### config.mk
export PLATFORM = sky130hd
export DESIGN_NAME = alu_issue_ctrl
export DESIGN_NICKNAME = d
export VERILOG_FILES = /design/src/rtl/alu_issue_ctrl_pkg.sv /design/src/rtl/alu_regfile.sv /design/src/rtl/alu_issue_ctrl.sv
export SDC_FILE = /design/constraint.sdc
export NUM_CORES = 1
export LEC_CHECK = 0
export ABC_CLOCK_PERIOD_IN_PS = 3600
export BUFFER_PORTS_ARGS = -buffer_cell sky130_fd_sc_hd__buf_2
export CORE_UTILIZATION = 60
export CTS_CLUSTER_SIZE = 30
export DETAILED_ROUTE_END_ITERATION = 12
export PLACE_DENSITY = 0.95
export SLEW_MARGIN = 20
export SYNTH_ARGS = -nofsm -noshare
export SYNTH_HDL_FRONTEND = slang
export SYNTH_SLANG_ARGS = --single-unit
### constraint.sdc
create_clock -name i_clk -period 3.6 [get_ports i_clk]
set_input_delay 0.72 -clock i_clk [delete_from_list [all_inputs] [get_ports i_clk]]
set_output_delay 0.72 -clock i_clk [all_outputs]
set_load 0.02 [all_outputs]
### src/rtl/alu_issue_ctrl_pkg.sv
// Shared encodings, instruction field layout and FSM states for the ALU issue controller.
package alu_issue_ctrl_pkg;

    localparam int DATA_W  = 8;
    localparam int IDX_W   = 2;
    localparam int NREGS   = 4;
    localparam int INSTR_W = 16;
    localparam int CNT_W   = 4;

    localparam logic [2:0] FUNC_NOP = 3'b000;
    localparam logic [2:0] FUNC_ADD = 3'b001;

    localparam int FUNC_LSB    = 13;
    localparam int USE_IMM_BIT = 12;
    localparam int RD_LSB      = 10;
    localparam int RS1_LSB     = 8;
    localparam int RS2_LSB     = 6;
    localparam int IMM_LSB     = 0;

    typedef enum logic [1:0] {
        ST_IDLE  = 2'd0,
        ST_ISSUE = 2'd1,
        ST_WAIT  = 2'd2,
        ST_WB    = 2'd3
    } state_t;

    function automatic logic [2:0] instr_func(input logic [INSTR_W-1:0] ins);
        return ins[FUNC_LSB +: 3];
    endfunction

    function automatic logic instr_use_imm(input logic [INSTR_W-1:0] ins);
        return ins[USE_IMM_BIT];
    endfunction

    function automatic logic [IDX_W-1:0] instr_rd(input logic [INSTR_W-1:0] ins);
        return ins[RD_LSB +: IDX_W];
    endfunction

    function automatic logic [IDX_W-1:0] instr_rs1(input logic [INSTR_W-1:0] ins);
        return ins[RS1_LSB +: IDX_W];
    endfunction

    // rs2 overlays the top of the immediate field
    function automatic logic [IDX_W-1:0] instr_rs2(input logic [INSTR_W-1:0] ins);
        return ins[RS2_LSB +: IDX_W];
    endfunction

    function automatic logic [DATA_W-1:0] instr_imm(input logic [INSTR_W-1:0] ins);
        return ins[IMM_LSB +: DATA_W];
    endfunction

endpackage

### src/rtl/alu_regfile.sv
// 4x8 register file: two async read ports, a load port and a writeback port.
module alu_regfile
    import alu_issue_ctrl_pkg::*;
(
    input  logic              clk,
    input  logic              rst_n,
    input  logic              ld_en,
    input  logic [IDX_W-1:0]  ld_addr,
    input  logic [DATA_W-1:0] ld_data,
    input  logic              wb_en,
    input  logic [IDX_W-1:0]  wb_addr,
    input  logic [DATA_W-1:0] wb_data,
    input  logic [IDX_W-1:0]  ra_addr,
    output logic [DATA_W-1:0] ra_data,
    input  logic [IDX_W-1:0]  rb_addr,
    output logic [DATA_W-1:0] rb_data
);

    logic [DATA_W-1:0] regs [NREGS];

    always_ff @(posedge clk or negedge rst_n) begin
        if (!rst_n) begin
            for (int i = 0; i < NREGS; i++) begin
                regs[i] <= '0;
            end
        end else begin
            if (ld_en) begin
                regs[ld_addr] <= ld_data;
            end
            // writeback is assigned last so it overrides a same-index load
            if (wb_en) begin
                regs[wb_addr] <= wb_data;
            end
        end
    end

    assign ra_data = regs[ra_addr];
    assign rb_data = regs[rb_addr];

endmodule

### src/rtl/alu_issue_ctrl.sv
// Issues one instruction at a time to a combinational ALU, waits ALU_LAT cycles,
// then writes the result and {V,N,Z} flags back into the register file.
module alu_issue_ctrl
    import alu_issue_ctrl_pkg::*;
#(
    parameter int ALU_LAT = 1
) (
    input  logic        i_clk,
    input  logic        i_rst_n,
    input  logic        i_instr_valid,
    output logic        o_instr_ready,
    input  logic [15:0] i_instr,
    input  logic        i_ld_en,
    input  logic [1:0]  i_ld_addr,
    input  logic [7:0]  i_ld_data,
    output logic [7:0]  o_alu_s1,
    output logic [7:0]  o_alu_s2,
    output logic        o_alu_en,
    output logic [2:0]  o_alu_func,
    input  logic [7:0]  i_alu_result,
    input  logic        i_alu_zero,
    input  logic        i_alu_negative,
    input  logic        i_alu_overflow,
    output logic        o_wb_valid,
    output logic [1:0]  o_wb_rd,
    output logic [7:0]  o_wb_data,
    output logic [2:0]  o_flags
);

    // state | meaning
    // IDLE  | ready for an instruction
    // ISSUE | operands read, ALU inputs registered
    // WAIT  | ALU settling, counter runs ALU_LAT-1 down to 0
    // WB    | result and flags captured at the end of this cycle

    localparam logic [CNT_W-1:0] LAT_LOAD = CNT_W'(ALU_LAT - 1);

    state_t              state;
    state_t              state_nxt;
    logic [INSTR_W-1:0]  instr_q;
    logic [CNT_W-1:0]    cnt_q;
    logic                handshake;
    logic                wb_write;
    logic [2:0]          func_q;
    logic [DATA_W-1:0]   rd_a;
    logic [DATA_W-1:0]   rd_b;

    assign func_q        = instr_func(instr_q);
    assign o_instr_ready = (state == ST_IDLE) && i_rst_n;
    assign handshake     = i_instr_valid && o_instr_ready;
    assign wb_write      = (state == ST_WB) && (func_q != FUNC_NOP);

    always_ff @(posedge i_clk or negedge i_rst_n) begin
        if (!i_rst_n) begin
            state <= ST_IDLE;
        end else begin
            state <= state_nxt;
        end
    end

    always_comb begin
        state_nxt = state;
        case (state)
            ST_IDLE:  if (handshake) state_nxt = ST_ISSUE;
            ST_ISSUE: state_nxt = ST_WAIT;
            ST_WAIT:  if (cnt_q == '0) state_nxt = ST_WB;
            ST_WB:    state_nxt = ST_IDLE;
            default:  state_nxt = ST_IDLE;
        endcase
    end

    always_ff @(posedge i_clk or negedge i_rst_n) begin
        if (!i_rst_n) begin
            cnt_q <= '0;
        end else if (state == ST_ISSUE) begin
            cnt_q <= LAT_LOAD;
        end else if ((state == ST_WAIT) && (cnt_q != '0)) begin
            cnt_q <= cnt_q - 1'b1;
        end
    end

    always_ff @(posedge i_clk or negedge i_rst_n) begin
        if (!i_rst_n) begin
            instr_q    <= '0;
            o_alu_s1   <= '0;
            o_alu_s2   <= '0;
            o_alu_en   <= 1'b0;
            o_alu_func <= '0;
            o_wb_valid <= 1'b0;
            o_wb_rd    <= '0;
            o_wb_data  <= '0;
            o_flags    <= '0;
        end else begin
            o_wb_valid <= wb_write;
            if (handshake) begin
                instr_q <= i_instr;
            end
            if (state == ST_ISSUE) begin
                o_alu_s1   <= rd_a;
                o_alu_s2   <= instr_use_imm(instr_q) ? instr_imm(instr_q) : rd_b;
                o_alu_func <= func_q;
                o_alu_en   <= (func_q != FUNC_NOP);
            end
            if (state == ST_WB) begin
                o_alu_en <= 1'b0;
            end
            if (wb_write) begin
                o_wb_rd   <= instr_rd(instr_q);
                o_wb_data <= i_alu_result;
                o_flags   <= {i_alu_overflow, i_alu_negative, i_alu_zero};
            end
        end
    end

    alu_regfile u_regfile (
        .clk     (i_clk),
        .rst_n   (i_rst_n),
        .ld_en   (i_ld_en),
        .ld_addr (i_ld_addr),
        .ld_data (i_ld_data),
        .wb_en   (wb_write),
        .wb_addr (instr_rd(instr_q)),
        .wb_data (i_alu_result),
        .ra_addr (instr_rs1(instr_q)),
        .ra_data (rd_a),
        .rb_addr (instr_rs2(instr_q)),
        .rb_data (rd_b)
    );

endmodule

==> impl_metrics.ini <==
[route]
antenna_left = 0
dr_total_vias = 2870
wire_per_inst_um = 18.4
vias_per_cell = 5.80
drtIter0Drc = 153
wirelength_mm = 9.10
drc = 0
dr.pass1.iters = 4

[setup_path]
worstSetupStartpointType = register
critPathMaxStageDelay_ns = 0.67
critPathMaxFanout = 18
crit_type = register to register
crit_slowest_cell = nand3_1
required_ns = 3.85
crit_chain = inv_1, ha_1, nand3_1, a22o_1, mux2_4
worstPathArrival_ns = 2.67
endpoint_kind = register

[sta]
finalCritPeriodShare_pct = 67.2
maxSlewHeadroom_pct = 38.3
hold_slack_ns = 0.483
setup_ws_ns = 1.18
period_needed_ns = 2.42
setup_viol = 0
fin_skew_ns = 0.00969
setup_tns_ns = 0
report.final.slew_viol_count = 0
rsz0062_at_grt = no
hold_viol_final = 0
worst_pin_slew_ns = 0.923
max_freq_ghz = 0.414

[grt]
antenna_found_initial = 0
grt_pass1_wl_mm = 14.6
first_global_vias = 2982
overflow = 0
grtUsageTotal_pct = 26.6
grt_start_max_net_pins = 89

[logic_synthesis]
netlist-cell-type-count = 32
synth_cells = 321
synth-seq-cells = 88
synth_top_family_by_area = multiplexers
synthesis.nets = 369
synth_flop_cell = dfrtp_1
synth_fa_ha_area_share_pct = 2.02
muxShareOfSynthArea_pct = 33.6
synth-edff-count = 0
postSynthAreaPerCell_um2 = 13.5
yosys_warnings = 0
synth_area_um2 = 4340
yosys.area_share.simple_pct = 7.82
synth_seq_area_share_pct = 50.8
synth_compound_area_share_pct = 3.72
ys_async_sr_fraction_pct = 100
synth_xor_area_share_pct = 0

[clock_network]
cts_buffer_depth = 2
cts-buffers-inserted = 9
cts_tree = built
cts.clk_slew.worst_paths_ns = 0.08
root_buffer = clkbuf_8
cts_num_sinks = 88
post_cts_buffers = 0
htreeDepth = 3
holdBufCountCts = 0
post_cts_resized = 0
clock_latency_ns = 0.36

[hold_path]
hold_class = register to register

[layout]
final_common_cell = mux2_2
drive_above_1_share_pct = 52.9
num_antenna_cells = 0
fin_nets = 442
nFillCells = 471
syn_to_final_growth_pct = 14.9
mostFrequentLayoutCells = mux2_2, dfrtp_1, buf_2

[power_and_ir_drop]
power.density_nw_per_um2 = 927
vdd_drop_max_uv = 490
leakage_nw = 2.30

[placement]
place_congestion = 0.789
hpwl_mm = 6.36
pre_cts_slack_ns = 1.13
port_buffers = 75

[die]
start_util_pct = 63.1
ios = 76
die_h_um = 87.0
fp.dieW_um = 87.0
dieArea_um2 = 7570
fp.coreArea_um2 = 6870
row_count = 30

[run_status]
run_status = completed

[job]
cap_violations = 0
report_power, final:
part	internal [mW]	switching, mW	leakage [nW]
registers	1.47	0.457	1.05
clock network	0.320	0.352	0.0952
logic	1.08	0.934	1.16
routing by layer:
layer  vias up  wire [um]  share of wire, %  track usage (%)
li1       1305          -                 -                -
met3        14        456               5.0             5.59
met1      1454       3890                43             33.7
met2        97       4600                51             45.1
met4         0        146               1.6             10.3
met5         -          0                 0                0
final timing paths:
kind                                         from                 endpoint  slack, ns  cells after the start
setup / recovery             state[0]$_DFFE_PN0P_     state[1]$_DFFE_PN0P_       1.18                      5
hold / removal             o_flags[2]$_DFFE_PN0N_   o_flags[2]$_DFFE_PN0N_       0.48                      2
setup reg to reg             state[0]$_DFFE_PN0P_     state[1]$_DFFE_PN0P_       1.18                      5
hold reg to reg            o_flags[2]$_DFFE_PN0N_   o_flags[2]$_DFFE_PN0N_       0.48                      2
max in group asynchronous                 i_rst_n  o_alu_s1[3]$_DFFE_PN0N_       2.57                      2
min in group asynchronous                 i_rst_n   instr_q[5]$_DFFE_PN0P_       0.53                      2
final cells by class:
class | count | area [um2] | share of cell area [%]
sequential | 88 | 2200 | 44.2
multi-input combinational | 212 | 2050 | 41.0
timing repair buffer | 77 | 397 | 7.96
clock buffer | 9 | 124 | 2.49
tap | 96 | 120 | 2.41
clock inverter | 7 | 72.6 | 1.46
inverter | 6 | 22.5 | 0.452
stage by stage:
stage	utilization [%]	area [um2]	std cells	power, mW
after global placement	69.6	4780	479	3.82
after global routing	72.6	4980	495	4.91
after floorplan	-	4340	321	3.37
after CTS	72.5	4980	495	4.65
final	72.6	4980	495	4.62
after detailed placement	69.6	4780	479	3.96
cell usage after synthesis, types with 2 or more instances:
master | number | area [um2]
dfrtp_1 | 88 | 2200
nand3_2 | 2 | 20.0
a211oi_1 | 3 | 22.5
a31oi_1 | 2 | 12.5
nand3b_2 | 3 | 33.8
mux2_2 | 93 | 1050
a21oi_1 | 10 | 50.1
nor2_1 | 10 | 37.5
o21ai_0 | 2 | 10.0
nand3_1 | 2 | 10.0
clkbuf_1 | 7 | 26.3
buf_2 | 8 | 40.0
nor3_1 | 2 | 10.0
ha_1 | 7 | 87.6
inv_1 | 5 | 18.8
mux4_2 | 14 | 315
nand2_1 | 39 | 146
mux2i_1 | 8 | 80.1
or3_1 | 3 | 18.8
registers in the layout, indices dropped and copies added, names as in the netlist, 2 cells and up:
signal and count:
instr_q 16, state 2, cnt_q 4, u_regfile.regs 32, o_alu_func 3, o_wb_rd 2
o_alu_s1 8, o_wb_data 8, o_alu_s2 8, o_flags 3
worst max-delay path, delay by kind of cell (launching register included):
kind                     cells  cell delay (ns)
AND/OR/NAND/NOR              1             0.67
adder cells (fa/ha/maj)      1             0.25
multiplexers                 1             0.31
flip-flops                   1             0.42
buffers and inverters        1             0.14
AO/OA/AOI/OAI                1             0.52
kinds of logic (layout without fill, tap and decap cells):
family                   after synthesis  count (layout)
AND/OR/NAND/NOR                       66              66
AO/OA/AOI/OAI                         23              23
buffers and inverters                 21              99
multiplexers                         116             116
flip-flops                            88              88
adder cells (fa/ha/maj)                7               7
(Power assumes the default switching activity.)
